==> src/rtl/display_pkg.sv <==
// Shared definitions for the display source arbiter and its neighbours.
//   state_t        arbiter FSM state codes
//   SRC_*          source ids reported on active_src
//   BLANK_DIGIT    glyph code the scan driver renders as an unlit digit
//   *_LSB          nibble offsets inside the 24-bit packed digit word
//                  {hour_shi,hour_ge,min_shi,min_ge,sec_shi,sec_ge}
//   sanitize_digits / blank_pair   helpers for the output digit mux
package display_pkg;

  typedef enum logic [1:0] {
    S_TIME  = 2'd0,
    S_EDIT  = 2'd1,
    S_ALERT = 2'd2
  } state_t;

  localparam logic [1:0] SRC_TIME  = 2'd0;
  localparam logic [1:0] SRC_EDIT  = 2'd1;
  localparam logic [1:0] SRC_ALERT = 2'd2;

  localparam logic [3:0] BLANK_DIGIT = 4'd10;
  localparam int         NUM_DIGITS  = 6;
  localparam logic [23:0] ALL_BLANK  = {NUM_DIGITS{BLANK_DIGIT}};

  localparam int HOUR_SHI_LSB = 20;
  localparam int HOUR_GE_LSB  = 16;
  localparam int MIN_SHI_LSB  = 12;
  localparam int MIN_GE_LSB   = 8;
  localparam int SEC_SHI_LSB  = 4;
  localparam int SEC_GE_LSB   = 0;

  // The driver glyph table only covers 0..10, so any nibble above 9
  // is shown as a blank digit rather than an undefined pattern.
  function automatic logic [23:0] sanitize_digits(input logic [23:0] d);
    logic [23:0] r;
    r = d;
    for (int i = 0; i < NUM_DIGITS; i++) begin
      if (d[i*4 +: 4] > 4'd9) r[i*4 +: 4] = BLANK_DIGIT;
    end
    return r;
  endfunction

  // Blank the digit pair selected by pos; positions 3..7 leave all digits lit.
  function automatic logic [23:0] blank_pair(input logic [23:0] d,
                                             input logic [2:0]  pos);
    logic [23:0] r;
    r = d;
    case (pos)
      3'd0:    r[HOUR_GE_LSB +: 8] = {2{BLANK_DIGIT}};
      3'd1:    r[MIN_GE_LSB  +: 8] = {2{BLANK_DIGIT}};
      3'd2:    r[SEC_GE_LSB  +: 8] = {2{BLANK_DIGIT}};
      default: r = d;
    endcase
    return r;
  endfunction

endpackage

==> src/rtl/display_source_arbiter_ms_tick_gen.sv <==
// Millisecond tick generator, shared with the clock core.
//   clk_in    system clock (CLK_HZ)
//   rst_n_in  asynchronous active-low reset
//   tick      one-clock pulse every CLK_HZ/1000 clocks, free-running
module ms_tick_gen #(
  parameter int CLK_HZ = 12_000_000
) (
  input  logic clk_in,
  input  logic rst_n_in,
  output logic tick
);

  localparam int DIV   = CLK_HZ / 1000;
  localparam int CNT_W = (DIV > 1) ? $clog2(DIV) : 1;
  localparam logic [CNT_W-1:0] LAST = CNT_W'(DIV - 1);

  logic [CNT_W-1:0] cnt;

  always_ff @(posedge clk_in or negedge rst_n_in) begin
    if (!rst_n_in) begin
      cnt <= '0;
    end else if (cnt == LAST) begin
      cnt <= '0;
    end else begin
      cnt <= cnt + CNT_W'(1);
    end
  end

  assign tick = (cnt == LAST);

endmodule

==> src/rtl/display_source_arbiter.sv <==
// Chooses which requester owns the 6-digit LED display and drives the scan
// driver's BCD digit inputs. Priority: alert > edit > free-running time.
//   clk_in, rst_n_in        clock, asynchronous active-low reset
//   time_digits[23:0]       packed BCD time from the clock core
//   edit_req, edit_digits   set-mode level and the digits under edit
//   edit_pos[2:0]           0=hours,1=minutes,2=seconds pair blinks; else none
//   alert_trig, alert_ack   one-cycle pulses: start/restart, dismiss alert
//   alert_digits[23:0]      digits shown while the alert is displayed
//   hour_shi..sec_ge        registered digits to the scan driver (10 = blank)
//   active_src[1:0]         0=time,1=edit,2=alert, registered with the digits
//   alert_active            high while the alert is on the display
// Every input is sampled on each clk_in edge; there is no back-pressure.
// The digit mux reads the current state, so outputs lag a state change by
// exactly one clock, and active_src/alert_active lag identically.
module display_source_arbiter
  import display_pkg::*;
#(
  parameter int CLK_HZ        = 12_000_000,
  parameter int BLINK_HALF_MS = 250,
  parameter int HOLD_MS       = 3000
) (
  input  logic        clk_in,
  input  logic        rst_n_in,
  input  logic [23:0] time_digits,
  input  logic        edit_req,
  input  logic [23:0] edit_digits,
  input  logic [2:0]  edit_pos,
  input  logic        alert_trig,
  input  logic        alert_ack,
  input  logic [23:0] alert_digits,
  output logic [3:0]  hour_shi,
  output logic [3:0]  hour_ge,
  output logic [3:0]  min_shi,
  output logic [3:0]  min_ge,
  output logic [3:0]  sec_shi,
  output logic [3:0]  sec_ge,
  output logic [1:0]  active_src,
  output logic        alert_active
);

  localparam int BLINK_W = (BLINK_HALF_MS > 1) ? $clog2(BLINK_HALF_MS) : 1;
  localparam int HOLD_W  = (HOLD_MS > 1) ? $clog2(HOLD_MS) : 1;
  localparam logic [BLINK_W-1:0] BLINK_LAST = BLINK_W'(BLINK_HALF_MS - 1);
  localparam logic [HOLD_W-1:0]  HOLD_LOAD  = HOLD_W'(HOLD_MS - 1);

  state_t             state;
  logic               ms_tick;
  logic [HOLD_W-1:0]  hold_cnt;
  logic [BLINK_W-1:0] blink_cnt;
  logic               blink_phase;
  logic [2:0]         edit_pos_q;
  logic [23:0]        digits_q;
  logic [23:0]        mux_digits;
  logic [1:0]         mux_src;

  logic alert_done;
  logic enter_edit;
  logic pos_moved;
  logic blink_restart;

  ms_tick_gen #(.CLK_HZ(CLK_HZ)) u_ms_tick (
    .clk_in   (clk_in),
    .rst_n_in (rst_n_in),
    .tick     (ms_tick)
  );

  // Alert leaves on ack or when the hold time has fully elapsed; a trig in
  // the same cycle overrides both (handled by the FSM priority below).
  assign alert_done = (state == S_ALERT) &&
                      (alert_ack || (ms_tick && (hold_cnt == '0)));

  // Every entry into edit mode (from time, or from a dismissed alert) starts
  // a fresh visible blink phase so the field under edit is seen at once.
  assign enter_edit = !alert_trig && edit_req &&
                      ((state == S_TIME) || alert_done);
  assign pos_moved  = (state == S_EDIT) && (edit_pos != edit_pos_q);
  assign blink_restart = alert_trig || enter_edit || pos_moved;

  always_ff @(posedge clk_in or negedge rst_n_in) begin
    if (!rst_n_in) begin
      state <= S_TIME;
    end else if (alert_trig) begin
      state <= S_ALERT;
    end else begin
      case (state)
        S_TIME:  if (edit_req)   state <= S_EDIT;
        S_EDIT:  if (!edit_req)  state <= S_TIME;
        S_ALERT: if (alert_done) state <= edit_req ? S_EDIT : S_TIME;
        default: state <= S_TIME;
      endcase
    end
  end

  always_ff @(posedge clk_in or negedge rst_n_in) begin
    if (!rst_n_in) begin
      hold_cnt <= '0;
    end else if (alert_trig) begin
      hold_cnt <= HOLD_LOAD;
    end else if ((state == S_ALERT) && ms_tick && (hold_cnt != '0)) begin
      hold_cnt <= hold_cnt - HOLD_W'(1);
    end
  end

  always_ff @(posedge clk_in or negedge rst_n_in) begin
    if (!rst_n_in) begin
      blink_cnt   <= '0;
      blink_phase <= 1'b1;
    end else if (blink_restart) begin
      blink_cnt   <= '0;
      blink_phase <= 1'b1;
    end else if (ms_tick) begin
      if (blink_cnt == BLINK_LAST) begin
        blink_cnt   <= '0;
        blink_phase <= ~blink_phase;
      end else begin
        blink_cnt <= blink_cnt + BLINK_W'(1);
      end
    end
  end

  always_ff @(posedge clk_in or negedge rst_n_in) begin
    if (!rst_n_in) begin
      edit_pos_q <= 3'd0;
    end else begin
      edit_pos_q <= edit_pos;
    end
  end

  always_comb begin
    mux_digits = sanitize_digits(time_digits);
    mux_src    = SRC_TIME;
    case (state)
      S_EDIT: begin
        mux_src    = SRC_EDIT;
        mux_digits = sanitize_digits(edit_digits);
        if (!blink_phase) mux_digits = blank_pair(mux_digits, edit_pos);
      end
      S_ALERT: begin
        mux_src    = SRC_ALERT;
        mux_digits = blink_phase ? sanitize_digits(alert_digits) : ALL_BLANK;
      end
      default: begin
        mux_src    = SRC_TIME;
        mux_digits = sanitize_digits(time_digits);
      end
    endcase
  end

  always_ff @(posedge clk_in or negedge rst_n_in) begin
    if (!rst_n_in) begin
      digits_q     <= ALL_BLANK;
      active_src   <= SRC_TIME;
      alert_active <= 1'b0;
    end else begin
      digits_q     <= mux_digits;
      active_src   <= mux_src;
      alert_active <= (state == S_ALERT);
    end
  end

  assign hour_shi = digits_q[HOUR_SHI_LSB +: 4];
  assign hour_ge  = digits_q[HOUR_GE_LSB  +: 4];
  assign min_shi  = digits_q[MIN_SHI_LSB  +: 4];
  assign min_ge   = digits_q[MIN_GE_LSB   +: 4];
  assign sec_shi  = digits_q[SEC_SHI_LSB  +: 4];
  assign sec_ge   = digits_q[SEC_GE_LSB   +: 4];

endmodule

==> config.mk <==
export PLATFORM = sky130hd
export DESIGN_NAME = display_source_arbiter
export DESIGN_NICKNAME = d
export VERILOG_FILES = /design/src/rtl/display_pkg.sv /design/src/rtl/display_source_arbiter_ms_tick_gen.sv /design/src/rtl/display_source_arbiter.sv
export SDC_FILE = /design/constraint.sdc
export NUM_CORES = 1
export LEC_CHECK = 0
export BUFFER_PORTS_ARGS = -buffer_cell sky130_fd_sc_hd__clkbuf_2
export CAP_MARGIN = 10
export CORE_AREA = 5 5 121 89
export DETAILED_ROUTE_END_ITERATION = 10
export DIE_AREA = 0 0 126 94
export HOLD_SLACK_MARGIN = 0.12
export SETUP_SLACK_MARGIN = 0.02
export SLEW_MARGIN = 15
export SYNTH_ARGS = -nofsm -noshare
export SYNTH_HDL_FRONTEND = slang
export SYNTH_SLANG_ARGS = --single-unit
export TNS_END_PERCENT = 100
==> constraint.sdc <==
create_clock -name clk_in -period 6.05 [get_ports clk_in]
set_clock_uncertainty 0.15 [all_clocks]
set_input_delay 0.9075 -clock clk_in [delete_from_list [all_inputs] [get_ports clk_in]]
set_output_delay 0.9075 -clock clk_in [all_outputs]
set_load 0.01 [all_outputs]
==> out/metrics.yaml <==
io_buffers: 106
setup_slack_ns: 3.23
vias_per_cell: 5.12
hold_class: "reg -> reg"
avgSynthCellArea_um2: 9.22
netSwitchingFraction_pct: 27.0
antenna_found_initial: 0
yosysTopAreaCell: "dfrtp_1"
synth_area_leaders: "dfrtp_1, dfstp_2, o21ai_0"
register_area_um2: 1670
ys_seq_area_share_pct: 45.2
drtAntennaViolNets: 0
hpwl_mm: 7.14
placed_area_um2: 4320
worst_slew_pin_slew_ns: 0.937
synth-async-reset-ratio_pct: 100
final_util_pct: 48.8
insertion_delay_ns: 0.32
synth_top_area_share_pct: 36.0
hold_viol: 0
die_w_um: 126
synth_edf_count: 0
status: "finished, final reports clean"
die_area_um2: 11800
wl_mm: 9.66
synth.most_common_cell: "o21ai_0"
seqPwrFrac_pct: 40.2
endpoint_kind: "register"
cts_tree: "built"
fin_setup_tns_ns: 0
numClockSinks: 66
fin_nets: 589
grt.total_usage_pct: 16.2
final_layout_size_suffix_gt1_share_pct: 27.5
cts_resized: 0
cp.required_ns: 6.10
period_needed_ns: 2.82
reg2reg_to: "hold_cnt[4]"
r2r_slack_ns: 3.23
p_clk_share_pct: 39.5
r2r_start: "u_ms_tick.cnt[0]"
min_to: "u_ms_tick.cnt[11]"
stdcell_count: 634
synthFlopType: "dfrtp_1"
start_kind: "register"
cts.path.max_buffers: 2
num_rows: 30
fin_area_um2: 4620
die_y_um: 94
rr_worst_depth: 6
post_drt_wl_per_cell_um: 15.2
drtPass1Iterations: 4
path_cells: "ha_1, nand4_1, nor4_4, nand4_1, o31a_1, or3_1"
power.total_mw: 1.31
hold_depth: 1
grt_pass1_vias: 3128
grt_pass1_wl_mm: 15.6
area.growth.synth_to_final_pct: 25.3
diodes: 0
grt_overflow_total: 0
synth.distinct_cells: 51
rsz0062_at_grt: "false"
fillers: 918
postCtsSetupBuffers: 0
cp_slowest_cell: "nor4_4"
fin_crit_sh_pct: 46.6
cts-buffers-inserted: 9
grt_max_degree: 67
crit_path_start: "u_ms_tick.cnt[0]"
synth_seq_cells: 66
max-cap-violations: 0
core_um2: 9460
slew_viol_final: 0
synthTopCellsByCount: "o21ai_0, dfrtp_1, nand2_1, nor2_1, a21oi_1"
worstSetupPathDepth: 6
multiInputGateArea_um2: 1930
critical_path_class: "reg -> reg"
slew_headroom_pct: 37.5
start_util_pct: 39.0
io_pins: 107
syn_nets: 488
gp_congestion: 0.820
drt_iter0_markers: 231
synth.cell_area_um2: 3690
ys_warn_count: 0
peakVddDrop_mv: 0.135
combPwrFrac_pct: 20.3
intPower_uw: 956
vias: 3245
holdWs_ns: 0.338
hp-start: "u_ms_tick.cnt[11]"
path_delay_family: "simple AND/OR/NAND/NOR gates"
placed_cells: 618
root_buffer: "clkbuf_16"
path_common_cell: "nand4_1"
setup_viol: 0
cp_slowest_stage_delay_ns: 0.82
arrival_ns: 2.87
synth_cells: 400
ctsHoldBuffers: 0
power_density_nw_per_um2: 283
clk_pin_slew_ns: 0.05
worstPathMaxFanout: 18
p_switching_uw: 353
power.leakage_nw: 2.14
h-tree-depth: 3
post-place-ws_ns: 3.23
critPathBufInv: 0
drc: 0
timing.fmax_mhz: 354
## routing by layer
| layer | GRT usage [%] | vias up | share of wire, % |
|---|---|---|---|
| met5 | 0 | - | 0 |
| met4 | 4.73 | 0 | 0.50 |
| met3 | 4.55 | 2 | 4.9 |
| met2 | 23.4 | 68 | 44 |
| met1 | 23.6 | 1509 | 51 |
| li1 | - | 1666 | - |
## power by group through the flow
stage	Sequential, mW	Combinational [mW]	Clock, mW
after floorplan	0.559	0.118	0
after global placement	0.533	0.268	0
after detailed placement	0.533	0.267	0
after CTS	0.526	0.268	0.531
after global routing	0.531	0.297	0.550
final	0.526	0.266	0.517
## how the worst max path moves through the flow
stage	slack [ns]	to
3_5_place_dp	3.23	hold_cnt[4]
5_1_grt	2.94	hold_cnt[6]
4_1_cts	3.22	hold_cnt[4]
2_1_floorplan	3.77	hold_cnt[4]
6_report	3.23	hold_cnt[4]
3_3_place_gp	3.26	hold_cnt[4]
## cells in the final DEF, fill, tap and decap left out, drive strengths merged, types with 7 or more instances in the layout
cell type / instances
clkbuf: 119
ha: 8
nand3: 14
nand2b: 10
dfstp: 13
a21oi: 17
nor2: 25
nand4: 8
a211o: 9
and3: 13
dfrtp: 53
nor4: 7
nor3b: 8
o21ai: 57
xor2: 14
a31oi: 11
nand2: 36
## cell type report
class                   count  area share (%)
clock buffers              14            5.71
clock inverters             2           0.758
inverters                   6           0.487
multi-input cells         310            41.7
flip-flops and latches     66            36.1
well taps                 128            3.47
repair buffers            108            11.8
## kinds of logic after synthesis
family                     Yosys count  share of synthesized area [%]
DFF                                 66                           45.2
xor gates and xnor gates            20                           4.75
and+or+nand+nor                    162                           24.8
muxes                                4                           1.09
adders and majority gates            8                           2.71
AOI/OAI and AO/OA                  116                           18.9
buffers and inverters               24                           2.58
## sequential cells by signal, summed over array words and instances (netlist names)
signal,count
hold_cnt,12
active_src,2
blink_cnt,8
u_ms_tick.cnt,14
state,2
blink_phase,1
digits_q,24
edit_pos_q,3
Power figures use the tool's default switching activity.
